[config.mk]
export PLATFORM = sky130hd
export DESIGN_NAME = depacketizer_stream
export DESIGN_NICKNAME = d
export VERILOG_FILES = /design/src/rtl/depacketizer_stream.sv
export SDC_FILE = /design/constraint.sdc
export NUM_CORES = 1
export LEC_CHECK = 0
export CAP_MARGIN = 20
export CORE_AREA = 4 4 79 81
export CTS_BUF_LIST = sky130_fd_sc_hd__clkbuf_4 sky130_fd_sc_hd__clkbuf_8
export CTS_CLUSTER_SIZE = 14
export DETAILED_ROUTE_END_ITERATION = 7
export DIE_AREA = 0 0 83 85
export PLACE_DENSITY = 0.75
export SLEW_MARGIN = 0
export SYNTH_ARGS = -nofsm -noshare
export SYNTH_HDL_FRONTEND = slang
export SYNTH_SLANG_ARGS = --single-unit
[constraint.sdc]
create_clock -name clk -period 1.7 [get_ports clk]
set_input_delay 0.425 -clock clk [delete_from_list [all_inputs] [get_ports clk]]
set_output_delay 0.425 -clock clk [all_outputs]
set_load 0.01 [all_outputs]
[src/rtl/depacketizer_stream.sv]
// rtl/depacketizer_stream.sv - serialises FLIT_W-bit flits into DATA_W-bit words, MSB word first
// Optional completed-packet counter enabled by defining DEPKT_PKTCNT_EN.
module depacketizer_stream #(
    parameter int FLIT_W = 48,
    parameter int DATA_W = 16,
    parameter int WORDS  = FLIT_W / DATA_W,
    parameter int CW     = $clog2(WORDS + 1)
) (
    input  logic              clk,
    input  logic              reset,
    input  logic [FLIT_W-1:0] flit_in,
    input  logic              flit_valid,
    input  logic              flit_last,
    input  logic [CW-1:0]     flit_words,
    output logic              flit_ready,
    output logic [DATA_W-1:0] data_out,
    output logic              data_valid,
    input  logic              data_ready,
`ifdef DEPKT_PKTCNT_EN
    output logic [15:0]       pkt_count,
`endif
    output logic              packet_end
);

    localparam logic [0:0] ST_IDLE  = 1'b0;
    localparam logic [0:0] ST_SHIFT = 1'b1;

    logic [0:0]        r_state;
    logic [FLIT_W-1:0] r_shreg;
    logic [CW-1:0]     r_cnt;
    logic              r_last_q;

    logic w_data_valid;
    logic w_last_word;
    logic w_accept;
    logic w_xfer;

    assign w_data_valid = (r_state == ST_SHIFT);
    assign w_last_word  = (r_cnt == CW'(1));
    // A new flit may load in the same cycle the final word of the current one leaves.
    assign flit_ready   = reset && (!w_data_valid || (data_ready && w_last_word));
    assign w_accept     = flit_valid && flit_ready;
    assign w_xfer       = w_data_valid && data_ready;

    assign data_out   = r_shreg[FLIT_W-1 -: DATA_W];
    assign data_valid = w_data_valid;
    assign packet_end = w_data_valid && w_last_word && r_last_q;

    always_ff @(posedge clk or negedge reset) begin
        if (!reset) begin
            r_state  <= ST_IDLE;
            r_shreg  <= '0;
            r_cnt    <= '0;
            r_last_q <= 1'b0;
        end else if (w_accept) begin
            r_shreg  <= flit_in;
            r_cnt    <= (flit_last && flit_words != '0) ? flit_words : CW'(WORDS);
            r_last_q <= flit_last;
            r_state  <= ST_SHIFT;
        end else if (w_xfer) begin
            if (!w_last_word) begin
                r_shreg <= r_shreg << DATA_W;
                r_cnt   <= r_cnt - CW'(1);
            end else begin
                r_state <= ST_IDLE;
            end
        end
    end

`ifdef DEPKT_PKTCNT_EN
    logic [15:0] r_pkt_count;

    always_ff @(posedge clk or negedge reset) begin
        if (!reset) begin
            r_pkt_count <= '0;
        end else if (packet_end && data_ready) begin
            r_pkt_count <= r_pkt_count + 16'd1;
        end
    end

    assign pkt_count = r_pkt_count;
`endif

endmodule

==> results by group, run 1 <==
Run status
  • Status: finished with violations
  • Violated checks: negative setup slack

Place
  • Gpl congestion: 0.9077
  • Hpwl dp: between 3 and 4 mm
  • Placed insts: ~320
  • IO buf count: 73
  • Worst slack, placed: -0.5200 ns
  • Placed cell areas: 0.003146 sq mm

Synth
  • Cell with the most instances after synthesis: dfrtp_1
  • Top FF cell, synth: dfrtp_1
  • Sequential cell area fraction in the yosys report: 54.08%
  • Syn_nets: about 250
  • Post-Syn Instances: 192
  • Synth area leader: dfrtp_1
  • Top post-synthesis cells by area: dfrtp_1 (54%), a221o_1 (12%), a22o_1 (5.8%), and2_0 (5.7%), buf_4 (5.0%)
  • Yosys reg bits: 52
  • Cell area after synthesis: around 0.0024 sq mm
  • Asr flop ratio synth: 100.0%
  • Most frequent cells after synthesis: dfrtp_1 (52), a221o_1 (29), and2_0 (22)
  • Number of synthesized flops with an enable pin: 0
  • Yosys top cell area share: between 50% and 60%
  • Post-synthesis cell type count: 30
  • Yosys Warn Count: 0
  • Syn_area_per_cell: between 10 and 15 sq um

Final layout
  • Share of cells above drive strength 1: 18.87%
  • Fill cells: 467
  • Antenna fix cells: 0
  • Post-Layout Cell Count: between 300 and 400
  • Area growth syn-to-layout: 38.79%
  • Final Util: 61.02%
  • Final net count: around 320
  • Final instance area: 0.003339 sq mm

Critical path
  • CP Buf/Inv Count: 1
  • Worst r2r src: r_cnt[0]$_DFFE_PN0P_
  • Crit Path Class: reg2out
  • Crit-path cells: ha_4, a21bo_4, and2_4, buf_6
  • R2R depth: 6
  • Worst Path Arrival: between 1 and 1.5 ns
  • Critical Path Sink Type: primary output
  • R2r setup slk: 0.03 ns
  • Critical path launch point type: flip-flop
  • Crit-path leading delay family: flip-flops
  • Crit-path max FO: 3
  • Reg2reg end: r_shreg[39]$_DFFE_PN0P_
  • Crit path max-delay cell type: dfrtp_1
  • CP required: 1.27 ns
  • Slowest stage delay, CP: a little over 0.4 ns

Timing
  • Final worst slack: -0.05905 ns
  • Max_slew headroom: around 65%
  • RSZ-0062 raised after global routing: true
  • Post-layout minimum cycle time: 1.759 ns
  • Least-Margin Pin Slew: 0.5197 ns
  • Slew Viols, Final: 0
  • Fin Clk Skew: 0.006083 ns
  • Fin. Hold Viols: 0
  • Setup TNS: -0.05905 ns
  • Setup violations, final: 1
  • Fmax: 0.5685 GHz
  • Final Cycle Share: 103.5%

Power and ir drop
  • VDD IR-drop max: 0.0006395 V
  • NetSw: 1.629 mW
  • Clock group share of total power: 12.7%
  • Combinational share of power: 47.1%
  • Internal: approximately 3.5 mW
  • Pwr/cell area: 1522 mW/mm^2
  • Leakage Power: around 1.5 nW
  • Sw Ratio: about a third
  • Flop pwr share: 40.2%

Drt
  • Drc violations: 0
  • Total wire length: about 5.5 mm
  • Routed vias: 1726
  • DR iter-0 viols: 108
  • Final ANT Viol Nets: 0
  • Vias/cell: slightly above 5
  • First drt pass iteration count: 4
  • Avg WL per Cell: 16.26 um

Clocking
  • Total CTS buffers: 5
  • Clock latency on the worst-skew pair: 0.29 ns
  • Clk root buf: clkbuf_8
  • CTS tree: built
  • Maximum clock path buffer count: 2
  • CTS clk-pin slew, worst paths: around 0.080 ns
  • TritonCTS Sinks: 52
  • H-Tree Depth: 2

Floorplan
  • Top Ports: 74
  • Core Box Area: 0.005473 sq mm
  • Die Ht: 85 um
  • # rows: 27
  • Die width: 83 um
  • Starting density of the core: about 44%
  • Die area: approximately 0.0071 sq mm

Global route
  • Antenna violations before repair: 0
  • Total gr overflow: 0
  • First-pass GRT wire length: approximately 9.2 mm
  • Vias in the first global route: 1861
  • Gr usage total: 16.17%
  • Largest net degree at the start of global routing: 39

Job
  • Max-capacitance violation count: 0

Hold path
  • HP Class: in2async
## power by group through the flow
stage | sequential [mW] | clock, mW | combinational [mW]
floorplan | 1.97 | 0 | 1.56
global placement | 2.04 | 0 | 2.12
detailed placement | 2.06 | 0 | 2.17
CTS | 2.03 | 0.667 | 2.25
global route | 2.11 | 0.728 | 2.59
finish | 2.04 | 0.647 | 2.39
## registers in the layout (all words and copies together) (netlist names)
register	count
r_cnt	2
data_valid	1
r_shreg	48
r_last_q	1
## per-layer routing
metal / global-route usage (%) / wire length [um]
met5: 0 / 0
met4: 6.389 / 74
met3: 2.718 / 246
met2: 26.17 / 2658
met1: 21.76 / 2501
## cells in the final DEF (no fill, tap or decap), types with 2 or more instances in the layout
master and count:
inv_1 9, and2_0 21, and3b_2 3, buf_2 2, dfrtp_1 52, buf_4 14, a221o_1 29, a22o_1 16
and2_1 5, nor2_4 2, and2_2 3, buf_6 3, nand2_1 4, a221oi_2 4, dlymetal6s2s_1 2, clkbuf_8 5
clkdlybuf4s50_1 67, nor3_1 4
## worst max path at each step
stage	start	endpoint	cells after the start
after floorplan	r_cnt[1]$_DFFE_PN0P_	r_shreg[42]$_DFFE_PN0P_	6
after global placement	data_ready	r_shreg[29]$_DFFE_PN0P_	5
after detailed placement	data_ready	r_shreg[39]$_DFFE_PN0P_	5
after CTS	r_cnt[1]$_DFFE_PN0P_	flit_ready	5
after global routing	r_cnt[0]$_DFFE_PN0P_	flit_ready	4
final	r_cnt[0]$_DFFE_PN0P_	flit_ready	4
## layout make-up
type | instances | area (sq um) | area share, %
tap | 72 | 90.09 | 2.698
timing repair buffer | 91 | 898.4 | 26.90
clock buffer | 6 | 76.32 | 2.286
inverter | 10 | 37.54 | 1.124
clock inverter | 1 | 5.005 | 0.1499
sequential | 52 | 1301 | 38.97
multi-input combinational | 105 | 930.9 | 27.88
## repair_timing
action | 4_1_cts | 5_1_grt
cloned | 3 | 2
buffers inserted | 1 | 1
hold buffers | 0 | 0
pin swaps | 4 | 4
setup endpoints to repair | 47 | 41
resized for setup | 13 | 12
## stage by stage
step	power [mW]	hold slack, ns
final	5.083	0.1708
after global routing	5.431	0.1990
after CTS	4.949	0.1581
after detailed placement	4.229	0.4809
after global placement	4.152	0.4774
after floorplan	3.532	0.1294
## logic make-up after synthesis
group           share of synthesized area (%)
compound gates                          23.09
mux                                    0.4680
buf+inv                                 10.14
fa+ha+maj                              0.5199
flops                                   54.08
simple gates                            11.70
No activity file was read; power rests on OpenSTA's default activity.
==> run 2, diff against run 1 <==
- DONT_BUFFER_PORTS: not set -> 1
- PLACE_DENSITY: 0.75 -> not set
- RECOVER_POWER: not set -> 25
==> results by group, run 2 (same netlist as run 1, synthesis figures left out) <==
Place
  • Placed insts: 242 (-25%)
  • Hpwl dp: 3.712 mm (-0.92%)
  • Gpl congestion: 0.7242 (-20%)
  • IO buf count: 0 (-100%)

Run status
  • Violated checks: negative setup slack
  • Status: finished with violations

Drt
  • Routed vias: 1504 (-13%)
  • Drc violations: 0 (unchanged)
  • DR iter-0 viols: 78 (-28%)
  • Total wire length: 5.308 mm (-3.2%)
  • Final ANT Viol Nets: 0 (unchanged)
  • Vias/cell: 5.875 (+15%)
  • Avg WL per Cell: 20.73 um (+27%)
  • First drt pass iteration count: 4 (unchanged)

Timing
  • Least-Margin Pin Slew: 0.6774 ns (+0.1577 ns)
  • Final worst slack: -0.1078 ns (-0.04879 ns)
  • Setup TNS: -0.1078 ns (-0.04879 ns)
  • Setup violations, final: 1 (unchanged)
  • RSZ-0062 raised after global routing: true
  • Max_slew headroom: 54.84% (-10 points)
  • Fin. Hold Viols: 0 (unchanged)
  • Fin Clk Skew: 0.007351 ns (+0.001268 ns)
  • Final Cycle Share: 106.3% (+2.9 points)
  • Hold WS: 0.2482 ns (+0.07745 ns)
  • Fmax: 0.5531 GHz (-2.7%)
  • Slew Viols, Final: 0 (unchanged)
  • Post-layout minimum cycle time: 1.808 ns (+0.04879 ns)

Power and ir drop
  • Tot Pwr: 4.673 mW (-8.1%)
  • Clock group share of total power: 18.7% (+6.0 points)
  • Flop pwr share: 46.8% (+6.6 points)
  • Leakage Power: 1.164 nW (-22%)
  • Pwr/cell area: 1823 mW/mm^2 (+20%)
  • Combinational share of power: 34.4% (-13 points)
  • VDD IR-drop max: 0.0005697 V (-11%)
  • Internal: 3.105 mW (-10%)
  • Sw Ratio: 33.54% (+1.5 points)
  • NetSw: 1.567 mW (-3.8%)

Critical path
  • Crit-path max FO: 4 (+1)
  • Crit path from: r_cnt[0]$_DFFE_PN0P_
  • Crit-path cells: ha_4, buf_6, a21bo_4, and2_4
  • Critical path launch point type: flip-flop
  • CP required: 1.27 ns (about the same)
  • Crit Path Class: reg2out
  • Critical Path Sink Type: primary output
  • Slowest stage delay, CP: 0.44 ns (+0.03 ns)
  • Crit path max-delay cell type: dfrtp_1
  • Worst r2r src: r_cnt[0]$_DFFE_PN0P_
  • Worst Path Arrival: 1.38 ns (+0.05 ns)

Global route
  • Met1 usage: 20.17% (-1.6 points)
  • First-pass GRT wire length: 8.728 mm (-4.9%)
  • Antenna violations before repair: 0 (unchanged)
  • Met2 GRT Util: 23.76% (-2.4 points)
  • Largest net degree at the start of global routing: 53 (+36%)
  • Gr usage total: 15.62% (-0.55 points)
  • Busiest grt layer: met2
  • Vias in the first global route: 1529 (-18%)
  • Total gr overflow: 0 (unchanged)
  • GR Layer Usage met3: 5.534% (+2.8 points)

Final layout
  • Number of flip-flops in the largest register: 48 (unchanged)
  • Antenna fix cells: 0 (unchanged)
  • Area growth syn-to-layout: 6.500%
  • Final Util: 46.82% (-14 points)
  • Most frequent cells in the layout: dfrtp_1 (52), a221o_1 (29), and2_1 (18), a22o_1 (16), inv_1 (10)
  • Commonest non-fill, non-tap cell in the layout: dfrtp_1
  • Fill cells: 491 (+5.1%)
  • Most flops, register: r_shreg
  • Largest registers: r_shreg: 48 flops, r_cnt: 2 flops
  • Share of cells above drive strength 1: 20.11% (+1.2 points)
  • Multi-input logic area: 910.9 sq um (-2.2%)
  • FF+latch area: 0.001301 sq mm (unchanged)
  • Final net count: 239 (-26%)
  • Post-Layout Cell Count: 256 (-24%)

Hold path
  • Hold Path Origin: flit_in[13]
  • HP Class: in2reg

Floorplan
  • Die width: 83 um (unchanged)
  • Die Ht: 85 um (unchanged)
  • Starting density of the core: 43.96% (unchanged)
  • Die area: 0.007055 sq mm (unchanged)
  • Core Box Area: 0.005473 sq mm (unchanged)
  • Top Ports: 74 (unchanged)
  • # rows: 27 (unchanged)

Clocking
  • CTS tree: built
  • CTS clk-pin slew, worst paths: 0.09 ns (about the same)
  • Clk root buf: clkbuf_8
  • Maximum clock path buffer count: 2 (unchanged)
  • TritonCTS Sinks: 52 (unchanged)
  • Total CTS buffers: 5 (unchanged)
  • H-Tree Depth: 2 (unchanged)
  • Clock latency on the worst-skew pair: 0.30 ns (about the same)

Job
  • Max-capacitance violation count: 0 (unchanged)
[run 2: final timing paths]
check                      depth (start not counted)  slack, ns                 endpoint
setup / recovery                                   4      -0.11               flit_ready
hold / removal                                     1       0.25  r_shreg[13]$_DFFE_PN0P_
setup reg to reg                                   5       0.05  r_shreg[35]$_DFFE_PN0P_
hold reg to reg                                    1       0.51   r_shreg[4]$_DFFE_PN0P_
max in group asynchronous                          2       0.47  r_shreg[43]$_DFFE_PN0P_
min in group asynchronous                          2       0.78  r_shreg[17]$_DFFE_PN0P_
[run 2: per-layer routing]
metal  vias to the layer above  share of wire [%]
met4                         0                2.9
met2                        67                 46
met5                         -                  0
met1                       736                 43
li1                        688                  -
met3                        13                8.4
[run 2: area by class of cell]
type                    instances  area share [%]
well taps                      72           3.516
inverters                      10           1.465
clock buffers                   6           3.223
flip-flops and latches         52           50.78
repair buffers                 11           3.955
multi-input cells             103           35.55
clock inverters                 2           1.514
[run 2: critical path: cells and delay by family, from the launching register on]
| kind | cells | cell delay, ns |
|---|---|---|
| buf+inv | 1 | 0.11 |
| fa+ha+maj | 1 | 0.19 |
| simple gates | 1 | 0.14 |
| flops | 1 | 0.44 |
| compound gates | 1 | 0.20 |
[run 2: per-stage QoR]
stage	worst slack [ns]	instance area (sq um)
final	-0.1078	2562
after global routing	-0.1543	2562
after CTS	-0.1115	2582
after detailed placement	-0.1589	2360
after global placement	-0.07029	2360
after floorplan	0.1430	2406
[run 2: timing repair]
| action | in CTS | in global routing |
|---|---|---|
| pin swaps | 4 | 0 |
| setup buffers | 3 | 0 |
| hold endpoints to repair | 52 | 0 |
| endpoints found under the setup margin | 46 | 25 |
| gates cloned | 1 | 0 |
| gates resized for setup | 7 | 14 |
| hold buffers | 2 | 0 |
[run 2: power by group through the flow]
stage / clock network [mW] / logic [mW] / registers, mW
final: 0.876 / 1.61 / 2.19
after global routing: 0.957 / 1.77 / 2.25
after CTS: 0.906 / 1.61 / 2.19
after detailed placement: 0 / 1.42 / 2.22
after global placement: 0 / 1.35 / 2.18
after floorplan: 0 / 1.56 / 1.97
